--- src/rtl/decade_counter_pkg.sv ---
// decade_counter_pkg: shared constants, count type and wrap rule for BCD digit counters.
// Consumers chaining several digits import this to reuse next_count() and count_t.
`timescale 1ns/1ps

package decade_counter_pkg;

  localparam int unsigned MODULUS_DEF = 10;
  localparam int unsigned WIDTH_DEF   = 4;

  typedef logic [WIDTH_DEF-1:0] count_t;

  // Increment-or-wrap; anything at or above the terminal value (including
  // unreachable codes) returns 0 so an illegal state never survives an edge.
  function automatic int unsigned next_count(input int unsigned cur,
                                             input int unsigned modulus);
    int unsigned nxt;
    nxt = 0;
    if (cur < modulus - 1) begin
      nxt = cur + 1;
    end
    return nxt;
  endfunction

endpackage

--- src/rtl/decade_counter.sv ---
// decade_counter: free-running modulo-MODULUS up-counter (BCD units digit by default).
// Ports:
//   clk   - sole clock, state updates on rising edge
//   rstn  - asynchronous active-low reset, forces count to 0 immediately
//   count - registered count, 0 .. MODULUS-1
`timescale 1ns/1ps

module decade_counter
  import decade_counter_pkg::*;
#(
  parameter int unsigned MODULUS = MODULUS_DEF,
  parameter int unsigned WIDTH   = WIDTH_DEF
) (
  input  logic             clk,
  input  logic             rstn,
  output logic [WIDTH-1:0] count
);

  // Count register; output taken straight from the flops.
  always_ff @(posedge clk or negedge rstn) begin
    if (!rstn) begin
      count <= '0;
    end else begin
      count <= WIDTH'(next_count(32'(count), MODULUS));
    end
  end

endmodule

--- config.mk ---
export PLATFORM = sky130hd
export DESIGN_NAME = decade_counter
export DESIGN_NICKNAME = d
export VERILOG_FILES = /design/src/rtl/decade_counter_pkg.sv /design/src/rtl/decade_counter.sv
export SDC_FILE = /design/constraint.sdc
export NUM_CORES = 1
export LEC_CHECK = 0
export CAP_MARGIN = 20
export CORE_AREA = 3 3 40 42
export CTS_CLUSTER_SIZE = 28
export DETAILED_ROUTE_END_ITERATION = 7
export DIE_AREA = 0 0 43 45
export DONT_BUFFER_PORTS = 1
export PLACE_DENSITY_LB_ADDON = 0.12
export SLEW_MARGIN = 20
export SYNTH_ARGS = -nofsm -noshare
export SYNTH_HDL_FRONTEND = slang
export SYNTH_SLANG_ARGS = --single-unit
--- constraint.sdc ---
create_clock -name clk -period 2.8 [get_ports clk]
set_input_delay 0.28 -clock clk [delete_from_list [all_inputs] [get_ports clk]]
set_output_delay 0.28 -clock clk [all_outputs]
set_load 0.02 [all_outputs]
; ---- Word-level counts from Yosys, hierarchy flattened
; Index checks and enable logic that the tools add are counted.
[op_classes]
n_mux = 1
add_sub_neg = 1
order_cmp = 1
[ops]
columns = operator, count
row1 = "4-bit by 1-bit adder with 4-bit output, second input constant", 1
row2 = "4-bit < comparator, second input constant", 1
row3 = 4-bit two-way mux, 1
[word_totals]
elab_cells = 4
register_bits = 4
in_bits = 2
output_inout_bits = 4

; ---- Logic depth before layout (Yosys ltp)
[logic_depth]
depth_word = 2
depth_mapped = 4
ltp_nobuf = 4

; ---- Worst setup path after synthesis
; No wires, ideal clock.
[synth_path]
kind = register -> register
from = register count[0]
to = register count[2]
arrival_time_ps = 957
synth_period_minus_slack_ps = 1090
path_stages_with_launch = 4
path_slack_ps = 1710
required_time_ps = 2667
cell_sequence = dfrtp_1 ha_1 xnor2_1 o22ai_2
[synth_via]
elab_chain_cells = 2
[synth_lines]
columns = element, line_no
row1 = from (decl), decade_counter.sv:16  ; output logic [WIDTH-1:0] count
row2 = from (signal assigned), decade_counter.sv:24  ; count <= WIDTH'(next_count(32'(count), MODULUS));
row3 = 4-bit by 1-bit adder with 4-bit output or 4-bit < comparator (tied branches), "decade_counter_pkg.sv:19, decade_counter_pkg.sv:18"
row4 = 4-bit two-way mux (*), decade_counter_pkg.sv:18  ; if (cur < modulus - 1) begin
; Every way passes the cells marked *; elsewhere a longest branch is shown, timed or not.

; ---- Final worst setup path
; Same ends and word-level chain as after synthesis.

==> impl_metrics.csv <==
group,metric,value,unit
outcome,run_status,"completed",
yosys,synth_edf_count,0,
finish,largest_register_ff_count,4,
yosys,post-synth-top-count-cell,"dfrtp_1",
floorplanning,fp.dieW,43,µm
yosys,synth_top_cells_by_count,"dfrtp_1, inv_1, ha_1",
detailed_routing,routed_wl,358,µm
clocking,cts-root-to-sink-buffers,2,
yosys,yosys.area.top_type_share,0.503,
placed_design,detailedPlacementHpwl,288,µm
detailed_routing,routed-via-count,129,
clocking,worstSkewPairLatency,0.23,ns
sta,fin_skew,0.00154,ns
sta,worstMarginPinSlew,0.353,ns
yosys,mappedNetlistNets,20,
floorplanning,die-area,0.00194,mm²
setup_path,timing.critical_path.from_type,"flop",
clocking,clk_pin_slew_worst_paths,0.04,ns
clocking,clock_sink_count,4,
yosys,yosys_warnings,0,
grt,pin_count_of_the_biggest_net_entering_global_routing,6,
finish,post_route_cells_drive_above_1_share,0.250,
placed_design,placement.io_buffers,0,
min_path,holdCritPathClass,"primary input to asynchronous set/reset pin",
clocking,clk_root_buffer_cell,"clkbuf_4",
detailed_routing,first_iter_violations,1,
sta,hold_viol,0,
floorplanning,floorplan.initialDensity,0.155,
floorplanning,num_rows,13,
grt,vias_in_the_first_global_route,158,
yosys,synth_cell_type_count,10,
finish,top_register,"count",
yosys,synthesis.area,199,µm²
clocking,post_cts_buffers,0,
yosys,synth_flop_cell,"dfrtp_1",
power_and_ir_drop,power,130,µW
floorplanning,floorplan.core_area,0.00128,mm²
placed_design,place.gp.congestion,0.691,
setup_path,required,2.90,ns
detailed_routing,vias_per_inst,3.69,
yosys,synth_cells,16,
sta,timing.setup.tns,0,ns
finish,syn_to_final_growth,25.8,%
floorplanning,ios,6,
finish,final_util,0.195,
sta,postLayoutSetupSlackWorst,1.62,ns
detailed_routing,drcViolationCount,0,
floorplanning,die_height,45,µm
grt,grt_first_pass_wirelength,690,µm
finish,design.final.nets,26,
grt,grtUsageTotal,0.0543,
grt,grt_remaining_overflow,0,
sta,timing.fmax,0.847,GHz
finish,largestRegisters,"count x4",
detailed_routing,drt_pre_antenna_iters,2,
finish,n_antenna_cell,0,
detailed_routing,route.detailed.wl_per_inst,10.2,µm
sta,timing.slew.headroom,0.765,
grt,antenna_violations_before_repair,0,
setup_path,critPathKind,"flop to flop",
detailed_routing,drtAntennaViolNets,0,
power_and_ir_drop,leakage,0.000107,µW
power_and_ir_drop,powerDensity,521,mW/mm²
placed_design,preCtsSetupSlack,1.63,ns
clocking,tritoncts,"built",
yosys,syn-mean-instance-area,12.4,µm²
yosys,synth_seq_cells,4,
sta,unrepaired_setup_endpoints_after_global_routing,"false",
setup_path,worstSetupEndpointType,"flop",
yosys,yosys.area.top_type,"dfrtp_1",
sta,setup_violations,0,
clocking,cts-buffers-inserted,3,
sta,post-route-min-period,1.18,ns
sta,final.period_utilization,0.421,
setup_path,timing.critical_path.fanout_max,5,
power_and_ir_drop,ir_drop,0.000130,V
sta,worst_hold_margin,0.321,ns
yosys,ys_seq_area_frac,0.503,
yosys,synth-async-reset-ratio,1.00,
flow_run,max_cap_violations,0,
sta,report.final.slew_viol_count,0,
setup_path,crit_arrival,1.28,ns
clocking,clock_tree.htree_level_count,1,
yosys,yosys-top-cells-area,"dfrtp_1, ha_1, nand2b_4",
[final cells by class]
class,count,area (µm²)
fillers,141,1030
flip-flops and latches,4,100
multi-input cells,9,87.6
clock buffers,3,22.5
well taps,15,18.8
inverters,3,11.3
repair buffers,1,10.0
[power breakdown]
group | total [µW] | leakage (µW) | internal (µW) | switching (µW)
Clock | 70.2 | 0.0000138 | 47.9 | 22.4
Combinational | 2.00 | 0.0000464 | 0.960 | 1.04
Sequential | 58.1 | 0.0000465 | 58.1 | 0
[logic make-up (layout without fill, tap and decap cells)]
family / after synthesis / count (layout) / share of synthesized area
adder cells (fa/ha/maj): 2 / 2 / 0.126
multiplexers: 1 / 1 / 0.0503
buffers and inverters: 3 / 7 / 0.0566
flip-flops: 4 / 4 / 0.503
XOR/XNOR: 1 / 1 / 0.0440
AND/OR/NAND/NOR: 2 / 2 / 0.0943
AO/OA/AOI/OAI: 3 / 3 / 0.126
[repair_timing]
| action | in CTS | in global routing |
|---|---|---|
| endpoints found under the setup margin | 0 | 0 |
| hold buffers | 1 | 0 |
| hold endpoints to repair | 4 | 0 |
| resized for setup | 0 | 0 |
[cell usage in the layout (no fill, tap or decap), drive strengths merged]
cell type / n
a21boi: 1
a21oi: 1
clkbuf: 3
dfrtp: 4
dlygate4sd3: 1
ha: 2
inv: 3
mux2i: 1
nand2b: 1
nand3: 1
o22ai: 1
xnor2: 1
[per-layer routing]
metal | vias up | global-route usage | part of all wire
met1 | 62 | 0.0585 | 0.42
li1 | 61 | - | -
met4 | 0 | 0.0542 | 0
met2 | 6 | 0.0599 | 0.44
met3 | 0 | 0.0478 | 0.15
met5 | - | 0 | 0
[worst max-delay path, cell delays in order, from the launching register on]
cell and delay (ns):
dfrtp_1 0.49, ha_1 0.29, xnor2_1 0.18, o22ai_2 0.09
[path summary, 6_finish.rpt]
kind	slack, ns	endpoint	depth (start not counted)	start
hold reg to reg	0.64	count[0]$_DFF_PN0_	1	count[0]$_DFF_PN0_
max in group asynchronous	2.31	count[2]$_DFF_PN0_	1	rstn
min in group clk	0.64	count[0]$_DFF_PN0_	1	count[0]$_DFF_PN0_
setup / recovery	1.62	count[2]$_DFF_PN0_	3	count[0]$_DFF_PN0_
hold / removal	0.32	count[0]$_DFF_PN0_	1	rstn
setup reg to reg	1.62	count[2]$_DFF_PN0_	3	count[0]$_DFF_PN0_
[per-stage QoR]
step	instance area, µm²	std cells
after CTS	250	35
after detailed placement	218	31
after global routing	250	35
final	250	35
after global placement	218	31
after floorplan	199	16
(Power assumes the default switching activity.)
